--- src/rtl/twiddle_phase_seq.sv ---
// Twiddle phase sequencer: streams per-butterfly CORDIC input angles
// for one DIT FFT stage, PARL lanes per beat, in butterfly order.
module twiddle_phase_seq #(
  parameter int FFT_STAGE  = 3,
  parameter int LAST_STAGE = 8,
  parameter int PARL       = 1,
  parameter int PHASE_W    = 16,
  parameter int INVERSE    = 0
) (
  input  logic               clk,
  input  logic               rst,
  input  logic               start,
  input  logic               cont,
  output logic               busy,
  output logic               tvalid,
  input  logic               tready,
  output logic               tlast,
  output logic [PHASE_W-1:0] phase [PARL]
);

  localparam int BEATS = (1 << (LAST_STAGE - 1)) / PARL;
  localparam int CNT_W = (BEATS > 1) ? $clog2(BEATS) : 1;
  localparam logic [CNT_W-1:0] LAST_CNT = CNT_W'(BEATS - 1);
  localparam int SHIFT = PHASE_W - FFT_STAGE;
  localparam logic [PHASE_W-1:0] J_MASK =
    PHASE_W'((1 << (FFT_STAGE - 1)) - 1);

  localparam logic [0:0] IDLE = 1'b0;
  localparam logic [0:0] RUN  = 1'b1;

  logic [0:0]         state;
  logic [CNT_W-1:0]   cnt;
  logic [CNT_W-1:0]   nxt_cnt;
  logic               hs;
  logic               at_last;
  logic               load;
  logic               stop;
  logic [PHASE_W-1:0] nxt_phase [PARL];

  // j << (PHASE_W - s) folds both the stage and the turn scaling
  function automatic logic [PHASE_W-1:0] lane_phase(
    input logic [PHASE_W-1:0] n
  );
    logic [PHASE_W-1:0] u;
    u = (n & J_MASK) << SHIFT;
    return (INVERSE != 0) ? u : (PHASE_W'(0) - u);
  endfunction

  always_comb begin
    hs      = tvalid & tready;
    at_last = (cnt == LAST_CNT);
    stop    = (state == RUN) & hs & at_last & ~cont;
    nxt_cnt = ((state == IDLE) || at_last) ? '0 : cnt + 1'b1;
    load    = (state == IDLE) ? start : (hs & (~at_last | cont));
    for (int l = 0; l < PARL; l++) begin
      nxt_phase[l] = lane_phase(PHASE_W'(nxt_cnt) * PHASE_W'(PARL)
                                + PHASE_W'(l));
    end
  end

  always_ff @(posedge clk or posedge rst) begin
    if (rst) begin
      state  <= IDLE;
      cnt    <= '0;
      tvalid <= 1'b0;
      tlast  <= 1'b0;
      busy   <= 1'b0;
      for (int l = 0; l < PARL; l++) phase[l] <= '0;
    end else begin
      unique case (state)
        IDLE: begin
          if (start) begin
            state  <= RUN;
            tvalid <= 1'b1;
            busy   <= 1'b1;
          end
        end
        RUN: begin
          if (stop) begin
            state  <= IDLE;
            tvalid <= 1'b0;
            busy   <= 1'b0;
          end
        end
        default: state <= IDLE;
      endcase
      if (load) begin
        cnt   <= nxt_cnt;
        tlast <= (nxt_cnt == LAST_CNT);
        phase <= nxt_phase;
      end else if (stop) begin
        cnt   <= '0;
        tlast <= 1'b0;
        for (int l = 0; l < PARL; l++) phase[l] <= '0;
      end
    end
  end

endmodule
--- config.mk ---
export PLATFORM = sky130hd
export DESIGN_NAME = twiddle_phase_seq
export DESIGN_NICKNAME = d
export VERILOG_FILES = /design/src/rtl/twiddle_phase_seq.sv
export SDC_FILE = /design/constraint.sdc
export NUM_CORES = 1
export LEC_CHECK = 0
export ABC_AREA = 1
export BUFFER_PORTS_ARGS = -buffer_cell sky130_fd_sc_hd__buf_4
export CAP_MARGIN = 20
export CORE_MARGIN = 1.5
export CORE_UTILIZATION = 53
export DETAILED_ROUTE_END_ITERATION = 7
export GPL_TIMING_DRIVEN = 0
export PLACE_DENSITY_LB_ADDON = 0.1
export SLEW_MARGIN = 20
export SYNTH_ARGS = -nofsm -noshare
export SYNTH_HDL_FRONTEND = slang
export SYNTH_SLANG_ARGS = --single-unit
--- constraint.sdc ---
create_clock -name clk -period 5.48 [get_ports clk]
set_input_delay 1.096 -clock clk [delete_from_list [all_inputs] [get_ports clk]]
set_output_delay 1.096 -clock clk [all_outputs]
set_load 0.05 [all_outputs]
== Word level (Yosys, flattened, before mapping) ==
Cells that the tools add are included.

* $add $sub $neg: 2
* Equality and inequality tests: 4
* Muxes and demuxes: 13
* Bitwise operators: 9
* Reduce and logical (&&, ||, !) cells: 3

{| class="wikitable"
|+ Operator list
! kind !! count
|-
| two-way mux 16 bit || 2
|-
| two-way mux 7 bit || 3
|-
| subtractor 1 x 15 -> 16 bit, first input constant || 1
|-
| == test 7 bit, second input constant || 2
|-
| adder 7 x 1 -> 7 bit, second input constant || 1
|-
| two-way mux 1 bit || 6
|-
| bitwise AND 1 bit || 5
|-
| one-hot mux 1 bit (2 select lines) || 2
|-
| NOT 1 bit || 3
|-
| != test 2 x 1 -> 1 bit, second input constant || 1
|-
| != test 2 bit, second input constant || 1
|-
| AND reduction 2 bit || 1
|-
| nonzero test 2 bit || 1
|-
| logical OR 1 bit || 1
|-
| OR 1 bit || 1
|}

* Register bits after elaboration: 26
* Input port bits: 5
* Output and inout port bits: 19

== Logic depth before layout (Yosys ltp) ==
Gate-level depths: netlist of the first run.

* Depth in word-level cells: 6
* Mapped depth: 11

== Worst setup path after synthesis of the first run ==
OpenSTA, ideal clock, no wires.

* Path kind: reg2out
* Start: reg tvalid
* End: out tvalid
* Data arrival time: 921 ps
* Required time: 4384 ps
* Slack: 3463 ps
* Stages on the path, launching flop included: 2
* Path through: dfrtp_1 > buf_4

{| class="wikitable"
|+ RTL lines
! element !! line !! source
|-
| start: declaration || 15 || <nowiki>output logic tvalid,</nowiki>
|-
| start signal: assignment || 65 || <nowiki>tvalid <= 1'b0;</nowiki>
|-
| start signal: assignment || 74 || <nowiki>tvalid <= 1'b1;</nowiki>
|-
| start signal: assignment || 81 || <nowiki>tvalid <= 1'b0;</nowiki>
|}

No word-level cell between the ends.

==> reports/results.ini, run 1 <==
[finish]
layout_commonest_cell = buf_4
syn2layout_area_growth_pct = 20.0
fin_cells = 148
final_cell_mix = 25 x buf_4, 24 x nand2_1, 14 x inv_1
n_antenna_cell = 0
final_core_util_pct = 71.0
drive_gt1_share_pct = 24.8
nNetsFinal = 143
stdcell_area_um2 = 970

[setup_path]
end_kind = primary output
crit_required_ns = 4.38
timing.rr.start = cnt[0]$_DFFE_PP0P_
slowest_stage = dfrtp_1
r2r-end = tlast$_DFFE_PP0P_
worstSetupStartpointType = register
cp_common_cell = buf_4
path_buf_inv = 2
reg2regPathDepth = 11
cp.arrival_ns = 1.03
slowest_delay_ns = 0.43
r2r_slack_ns = 3.40
cp_max_fo = 6
crit_type = reg2out
cp_top_family = flip-flops
crit_chain = buf_4 > buf_4

[run]
drv_cap = 0

[timing]
final_max_slew_viol_count = 0
hold_ws_ns = 0.483
fmax_mhz = 470
timing.setup.tns_ns = 0
rsz0062_at_grt = no
layout_min_cycle_time_ns = 2.13
finalSetupViolations = 0
finalHoldViolCount = 0
period_share_pct = 38.8
setup_ws_ns = 3.35
finClkSkew_ns = 0.00425

[synth]
postSynthAreaPerCell_um2 = 7.48
synth_top_area_cell = dfrtp_1
synth_area_leaders = dfrtp_1 37%, buf_4 14%, nand2_1 11%
yosys_warnings = 0
synth_cell_types = 18
ys_ff_latch = 12
synth_area_um2 = 808
yosysSeqAreaShare_pct = 37.2
yosysTopAreaCellShare_pct = 37.2
synthCells = 108

[routing]
wl_per_cell_um = 10.6
dr_total_vias = 717
drt_iter0_drc = 32
antenna_left = 0
drc_errors = 0
drtPass1Iterations = 4
wirelength_um = 1580
vias_per_cell = 4.84

[cts]
numCtsBuffers = 3
h-tree-depth = 1
post_cts_resized = 0
cts_hold_buf = 0
cts_root_buf = clkbuf_4
post_cts_buffers = 0
cts_tree = built
clockBufferDepth = 2
numClockSinks = 12
path_clk_slew_ns = 0.07
clk_latency_ns = 0.27

[pwr]
ir_drop_mv = 0.251
power_density_nw_per_um2 = 392
p_leak_nw = 0.544
p_total_mw = 0.381
pwr-share-clk_pct = 13.4
seqPwrFrac_pct = 37.9
swShare_pct = 47.0
power.switching_mw = 0.179
comb_power_share_pct = 48.7
p_int_mw = 0.202

[floorplan]
pin_count = 24
core_region_area_um2 = 1370
floorplan.initialDensity_pct = 59.2
dieArea_um2 = 1770
rows = 13
die_h_um = 42.1
die_w_um = 42.1

[worst_hold_path]
hp-class = reg2reg
hp-start = phase[14]$_DFFE_PP0P_
holdPathEnd = phase[14]$_DFFE_PP0P_
min_path_cells = 2

[grt]
grt_overflow = 0
grt_pass1_vias = 621
grt_pass1_wl_um = 2640
grt_usage_pct = 19.4
grt_max_degree = 13
antenna_found_initial = 0

[placed_design]
place_congestion = 0.916
place_inst = 145
port_buffers = 10
place_area_um2 = 947
pre_cts_slack_ns = 3.44
dpl.hpwl_um = 1210

[status]
status = finished clean

==> cell usage after synthesis <==
cell type	count
nand3_2	1
inv_1	14
nand4_1	4
nor3_1	1
buf_4	15
nand3_1	9
inv_2	1
nand2_2	1
nor2_1	9
nand2_1	24
conb_1	1
o22ai_1	2
o21ai_0	8
ha_1	3
o21ai_1	1
a21boi_4	1
nor2_2	1
dfrtp_1	12
==> power groups by stage <==
stage | combinational [mW] | sequential, mW | clock, mW
floorplan | 0.121 | 0.163 | 0
global placement | 0.176 | 0.143 | 0
detailed placement | 0.182 | 0.144 | 0
CTS | 0.184 | 0.143 | 0.0529
global route | 0.203 | 0.147 | 0.0557
finish | 0.185 | 0.144 | 0.0510
==> worst min-delay path, stage by stage (launching register included) <==
cell and delay, ns:
dfrtp_1 0.34, nand2_1 0.05, nand2_1 0.06
==> kinds of logic after synthesis <==
family	count (synthesis)	synth area share, %
adder cells (fa/ha/maj)	3	4.64
flip-flops	12	37.2
other	1	0.464
buffers and inverters	30	20.9
AND/OR/NAND/NOR	50	27.4
AO/OA/AOI/OAI	12	9.44
==> registers in the layout, summed over array words and instances (netlist names) <==
signal	flops
state	1
tvalid	1
tlast	1
phase	2
cnt	7
==> layout make-up <==
| class | instances | area (µm²) |
|---|---|---|
| fillers | 114 | 397 |
| multi-input cells | 78 | 384 |
| flip-flops and latches | 12 | 300 |
| plain buffers | 15 | 113 |
| repair buffers | 10 | 75.1 |
| inverters | 15 | 56.3 |
| clock buffers | 3 | 22.5 |
| well taps | 15 | 18.8 |
==> per-layer routing <==
| layer | wire [µm] | global-route usage [%] | vias up |
|---|---|---|---|
| li1 | - | - | 369 |
| met1 | 676 | 25.4 | 313 |
| met4 | 6 | 7.50 | 0 |
| met2 | 760 | 30.3 | 33 |
| met3 | 133 | 5.60 | 2 |
| met5 | 0 | 0 | - |
==> worst max-delay path by stage <==
stage / depth (start not counted) / startpoint / slack, ns / to
after floorplan: 1 / tvalid$_DFFE_PP0P_ / 3.46 / tvalid
after global placement: 11 / cnt[0]$_DFFE_PP0P_ / 3.49 / tlast$_DFFE_PP0P_
after detailed placement: 11 / cnt[0]$_DFFE_PP0P_ / 3.44 / tlast$_DFFE_PP0P_
after CTS: 2 / cnt[0]$_DFFE_PP0P_ / 3.35 / phase[13]
after global routing: 11 / cnt[0]$_DFFE_PP0P_ / 3.21 / tlast$_DFFE_PP0P_
final: 2 / cnt[0]$_DFFE_PP0P_ / 3.35 / phase[13]
No activity file was read; power rests on OpenSTA's default activity.
==> run 2, diff against run 1 <==
--- a/config.mk
+++ b/config.mk
@@ -8,8 +8,9 @@
 export ABC_AREA = 1
 export BUFFER_PORTS_ARGS = -buffer_cell sky130_fd_sc_hd__buf_4
 export CAP_MARGIN = 20
+export CORE_ASPECT_RATIO = 1.2
 export CORE_MARGIN = 1.5
-export CORE_UTILIZATION = 53
+export CORE_UTILIZATION = 49
 export DETAILED_ROUTE_END_ITERATION = 7
 export GPL_TIMING_DRIVEN = 0
 export PLACE_DENSITY_LB_ADDON = 0.1
==> constraint.sdc (replaced) <==
create_clock -name clk -period 2.2 [get_ports clk]
set_input_delay 0.44 -clock clk [delete_from_list [all_inputs] [get_ports clk]]
set_output_delay 0.44 -clock clk [all_outputs]
set_load 0.05 [all_outputs]
==> run 2 against run 1 <==
Compared with the run above: critical path depth up 9; first-iteration DRC count down 44%; largest cell class unchanged; cell count up 2.0%; power rose to 2.6 times the previous value; non-clock buffer count unchanged; largest power group unchanged; clock power rose to 3.6 times the previous value; hold slack worse by 0.33 ns; sequential share of layout area down 0.59 points; global-route usage down 0.21 points; die area up 7.6%; cell area up 1.9%.
==> reports/results.ini, run 2 (synthesis results as in run 1) <==
[grt]
grt_max_degree = 13
antenna_found_initial = 0
grt_pass1_vias = 570
grt_usage_pct = 19.2
grt_overflow = 0
grt_pass1_wl_um = 2360

[floorplan]
rows = 15
dieArea_um2 = 1900
floorplan.initialDensity_pct = 54.5
die_h_um = 47.5
pin_count = 24
core_region_area_um2 = 1480
die_w_um = 40.1

[pwr]
ir_drop_mv = 0.590
power_density_nw_per_um2 = 1010
p_leak_nw = 0.552
p_total_mw = 1.00

[worst_hold_path]
hp-class = in2async

[timing]
hold_ws_ns = 0.153
layout_min_cycle_time_ns = 2.00
setup_ws_ns = 0.205
fmax_mhz = 501
finalHoldViolCount = 0
timing.setup.tns_ns = 0
period_share_pct = 90.7
rsz0062_at_grt = no
finClkSkew_ns = 0.00191
finalSetupViolations = 0
final_max_slew_viol_count = 0

[setup_path]
worstSetupStartpointType = register
crit_start = cnt[0]$_DFFE_PP0P_
end_kind = register
crit_required_ns = 2.41
cp_max_fo = 6
crit_type = reg2reg
timing.rr.start = cnt[0]$_DFFE_PP0P_
cp.arrival_ns = 2.20

[routing]
vias_per_cell = 4.70
drt_iter0_drc = 18
drc_errors = 0
drtPass1Iterations = 4
wl_per_cell_um = 10.6
antenna_left = 0
dr_total_vias = 709
wirelength_um = 1610

[cts]
cts_root_buf = clkbuf_4
post_cts_buffers = 0
cts_hold_buf = 0
clockBufferDepth = 2
clk_latency_ns = 0.28
h-tree-depth = 1
path_clk_slew_ns = 0.08
numCtsBuffers = 3
numClockSinks = 12
cts_tree = built

[run]
drv_cap = 0

[finish]
n_antenna_cell = 0
syn2layout_area_growth_pct = 22.3
layout_commonest_cell = buf_4
fin_cells = 151
largest_reg_flops = 7
num-fill-cells = 148
final_cell_mix = 25 x buf_4, 24 x nand2_1, 14 x inv_1
stdcell_area_um2 = 988
drive_gt1_share_pct = 26.1
top_regs = cnt x7, phase x2
regMostFlops = cnt
nNetsFinal = 143
final_core_util_pct = 66.7

[placed_design]
place_area_um2 = 950
place_inst = 147
place_congestion = 0.877
port_buffers = 10
dpl.hpwl_um = 1300
pre_cts_slack_ns = 0.139

[status]
status = finished clean

## run 2: cell types whose count changed in the layout (fill, tap and decap cells not counted), sizes merged
| cell | before | now |
|---|---|---|
| clkbuf | 3 | 4 |
## run 2: layout make-up
cell class	instances	area (µm²)	area share, %
multi-input cells	78	387	39.1
flip-flops and latches	12	300	30.4
plain buffers	15	113	11.4
repair buffers	10	75.1	7.59
inverters	15	56.3	5.70
clock buffers	4	36.3	3.67
well taps	17	21.3	2.15
## run 2: final timing paths
path	endpoint	slack, ns	cells past startpoint
setup / recovery	tlast$_DFFE_PP0P_	0.20	11
hold / removal	tlast$_DFFE_PP0P_	0.15	2
setup reg to reg	tlast$_DFFE_PP0P_	0.20	11
hold reg to reg	phase[15]$_DFFE_PP0P_	0.50	2
max in group asynchronous	state$_DFF_PP0_	1.74	2
min in group clk	state$_DFF_PP0_	0.38	3
## run 2: timing repair
action / 4_1_cts / 5_1_grt
endpoints found under the setup margin: 0 / 1
hold endpoints to repair: 0 / 0
gates resized for setup: 0 / 1
## run 2: worst max-delay path: stages (launching register included)
cell and delay [ns]:
dfrtp_1 0.44, ha_1 0.30, nand3_1 0.14, nor2_1 0.07, nor2_2 0.17, nand2_1 0.13, inv_1 0.08, ha_1 0.14
nand4_1 0.09, nor2_1 0.12, nand3_1 0.08, o21ai_0 0.15
## run 2: power breakdown
group	internal (mW)	switching [mW]	total [mW]
logic	0.153	0.306	0.459
registers	0.285	0.0743	0.359
clock network	0.101	0.0824	0.183
total	0.538	0.463	1.00
## run 2: metal layers
layer  part of all wire (%)  vias to the layer above  track usage, %
met1                     41                      313            22.6
met3                    5.8                        5            4.19
li1                       -                      370               -
met4                    2.2                        0            12.4
met5                      0                        -               0
met2                     51                       21            31.0
==> run 3, diff against run 2 <==
--- a/config.mk
+++ b/config.mk
@@ -5,7 +5,6 @@
 export SDC_FILE = /design/constraint.sdc
 export NUM_CORES = 1
 export LEC_CHECK = 0
-export ABC_AREA = 1
 export BUFFER_PORTS_ARGS = -buffer_cell sky130_fd_sc_hd__buf_4
 export CAP_MARGIN = 20
 export CORE_ASPECT_RATIO = 1.2
==> run 3 against run 2 <==
Compared with the run above: combinational power fell by 14%; clock skew shrank 0.00092 ns; synthesized area grew 0.77%; critical endpoint unchanged; largest cell class unchanged; highest routed layer unchanged.
==> reports/results.ini, run 3 <==
[finish]
top_regs = cnt x7, phase x2
largest_reg_flops = 7
layout_commonest_cell = buf_4
drive_gt1_share_pct = 31.0
syn2layout_area_growth_pct = 21.8
final_core_util_pct = 66.1
final_cell_mix = 25 x buf_4, 13 x conb_1, 12 x dfrtp_1
nNetsFinal = 125
n_antenna_cell = 0
regMostFlops = cnt
fin_cells = 133

[grt]
grt_usage_pct = 18.7
grt_pass1_vias = 565
grt_pass1_wl_um = 2420
antenna_found_initial = 0
grt_max_degree = 13
grt_overflow = 0

[floorplan]
dieArea_um2 = 1920
die_w_um = 40.2
pin_count = 24
die_h_um = 47.7
rows = 15
floorplan.initialDensity_pct = 54.2
core_region_area_um2 = 1500

[cts]
post_cts_buffers = 0
cts_hold_buf = 0
h-tree-depth = 1
numClockSinks = 12
cts_root_buf = clkbuf_4
path_clk_slew_ns = 0.08
post_cts_resized = 0
clockBufferDepth = 2
clk_latency_ns = 0.28
numCtsBuffers = 3
cts_tree = built

[setup_path]
cp.arrival_ns = 1.94
r2r_slack_ns = 0.45
end_kind = register
r2r-end = tlast$_DFFE_PP0P_
crit_type = reg2reg
timing.rr.start = cnt[0]$_DFFE_PP0P_
reg2regPathDepth = 7
cp_max_fo = 6
worstSetupStartpointType = register
crit_required_ns = 2.39

[routing]
wl_per_cell_um = 11.4
antenna_left = 0
drtPass1Iterations = 4
dr_total_vias = 654
wirelength_um = 1520
vias_per_cell = 4.92
drt_iter0_drc = 25
drc_errors = 0

[synth]
ys_ff_latch = 12
synth_cell_types = 27
yosysTopAreaCellShare_pct = 36.9
async_flop_share_pct = 100
synth_edf_count = 0
synthCells = 90
yosysSeqAreaShare_pct = 36.9
yosys-top-cells-count = 15 x buf_4, 12 x dfrtp_1, 8 x nand3_1
synth_area_um2 = 815
synth_top_area_cell = dfrtp_1
postSynthAreaPerCell_um2 = 9.05
yosys_warnings = 0
synth_ff_type = dfrtp_1
synth.most_common_cell = buf_4
synth_area_leaders = dfrtp_1 37%, buf_4 14%, nand3_1 4.9%

[worst_hold_path]
hp-class = in2async

[run]
drv_cap = 0

[timing]
fmax_mhz = 571
finClkSkew_ns = 0.000982
finalSetupViolations = 0
layout_min_cycle_time_ns = 1.75
final_max_slew_viol_count = 0
timing.setup.tns_ns = 0
period_share_pct = 79.6
rsz0062_at_grt = no
finalHoldViolCount = 0

[placed_design]
dpl.hpwl_um = 1160
place_congestion = 0.858
place_inst = 129
port_buffers = 10

[status]
status = finished clean

[pwr]
power_density_nw_per_um2 = 904
p_leak_nw = 0.522
ir_drop_mv = 0.543

-- run 3: cell types whose count changed in the layout (fill, tap and decap cells not counted), sizes merged, moves of 3 or more --
cell,previous run,this run
xnor2,0,4
o31ai,0,3
a31oi,0,3
nor2,10,2
inv,15,7
buf,25,28
nand2,25,7
-- run 3: routing by layer --
| layer | global-route usage, % | part of all wire, % |
|---|---|---|
| met1 | 23.7 | 46 |
| met5 | 0 | 0 |
| met2 | 31.3 | 47 |
| met3 | 2.79 | 5.0 |
| met4 | 8.00 | 1.9 |
-- run 3: final cells by class --
class                           instances  area (µm²)
Fill cell                             135         509
Multi-Input combinational cell         65         405
Sequential cell                        12         300
Buffer                                 18         128
Timing Repair Buffer                   10        75.1
Clock buffer                            4        36.3
Inverter                                7        26.3
Tap cell                               17        21.3
-- run 3: worst max-delay path by stage --
stage,start,end,slack [ns]
after floorplan,tvalid$_DFFE_PP0P_,phase[15]$_DFFE_PP0P_,0.68
after global placement,cnt[0]$_DFFE_PP0P_,phase[14]$_DFFE_PP0P_,0.55
after detailed placement,cnt[0]$_DFFE_PP0P_,tlast$_DFFE_PP0P_,0.49
after CTS,cnt[0]$_DFFE_PP0P_,tlast$_DFFE_PP0P_,0.44
after global routing,cnt[0]$_DFFE_PP0P_,tlast$_DFFE_PP0P_,0.33
final,cnt[0]$_DFFE_PP0P_,tlast$_DFFE_PP0P_,0.45
-- run 3: per-stage QoR --
| step | total power, mW | hold WS (ns) | cell area [µm²] | setup WS (ns) |
|---|---|---|---|---|
| after floorplan | 0.635 | 0.305 | 860 | 0.681 |
| after CTS | 0.898 | 0.183 | 992 | 0.437 |
| after global routing | 0.952 | 0.221 | 992 | 0.330 |
| after detailed placement | 0.718 | 0.480 | 956 | 0.494 |
| final | 0.897 | 0.166 | 992 | 0.449 |
| after global placement | 0.713 | 0.484 | 956 | 0.553 |
-- run 3: worst max-delay path: stages, from the launching register on --
cell and delay [ns]:
dfrtp_1 0.43, ha_1 0.31, nand4_2 0.16, nand3b_1 0.15, inv_1 0.08, ha_1 0.15
nand4_1 0.09, o31ai_1 0.28
-- run 3: power by group --
part           switching [mW]  leakage (nW)  internal (mW)  total, mW
clock                  0.0808        0.0210          0.101      0.182
sequential             0.0522         0.144          0.270      0.322
combinational           0.245         0.357          0.148      0.393
-- run 3: cell families after synthesis --
family                     synth area share (%)
and+or+nand+nor                            21.2
buffers and inverters                      18.9
AOI/OAI and AO/OA                          13.7
DFF                                        36.9
xor gates and xnor gates                   4.30
adders and majority gates                  4.61
other                                     0.460
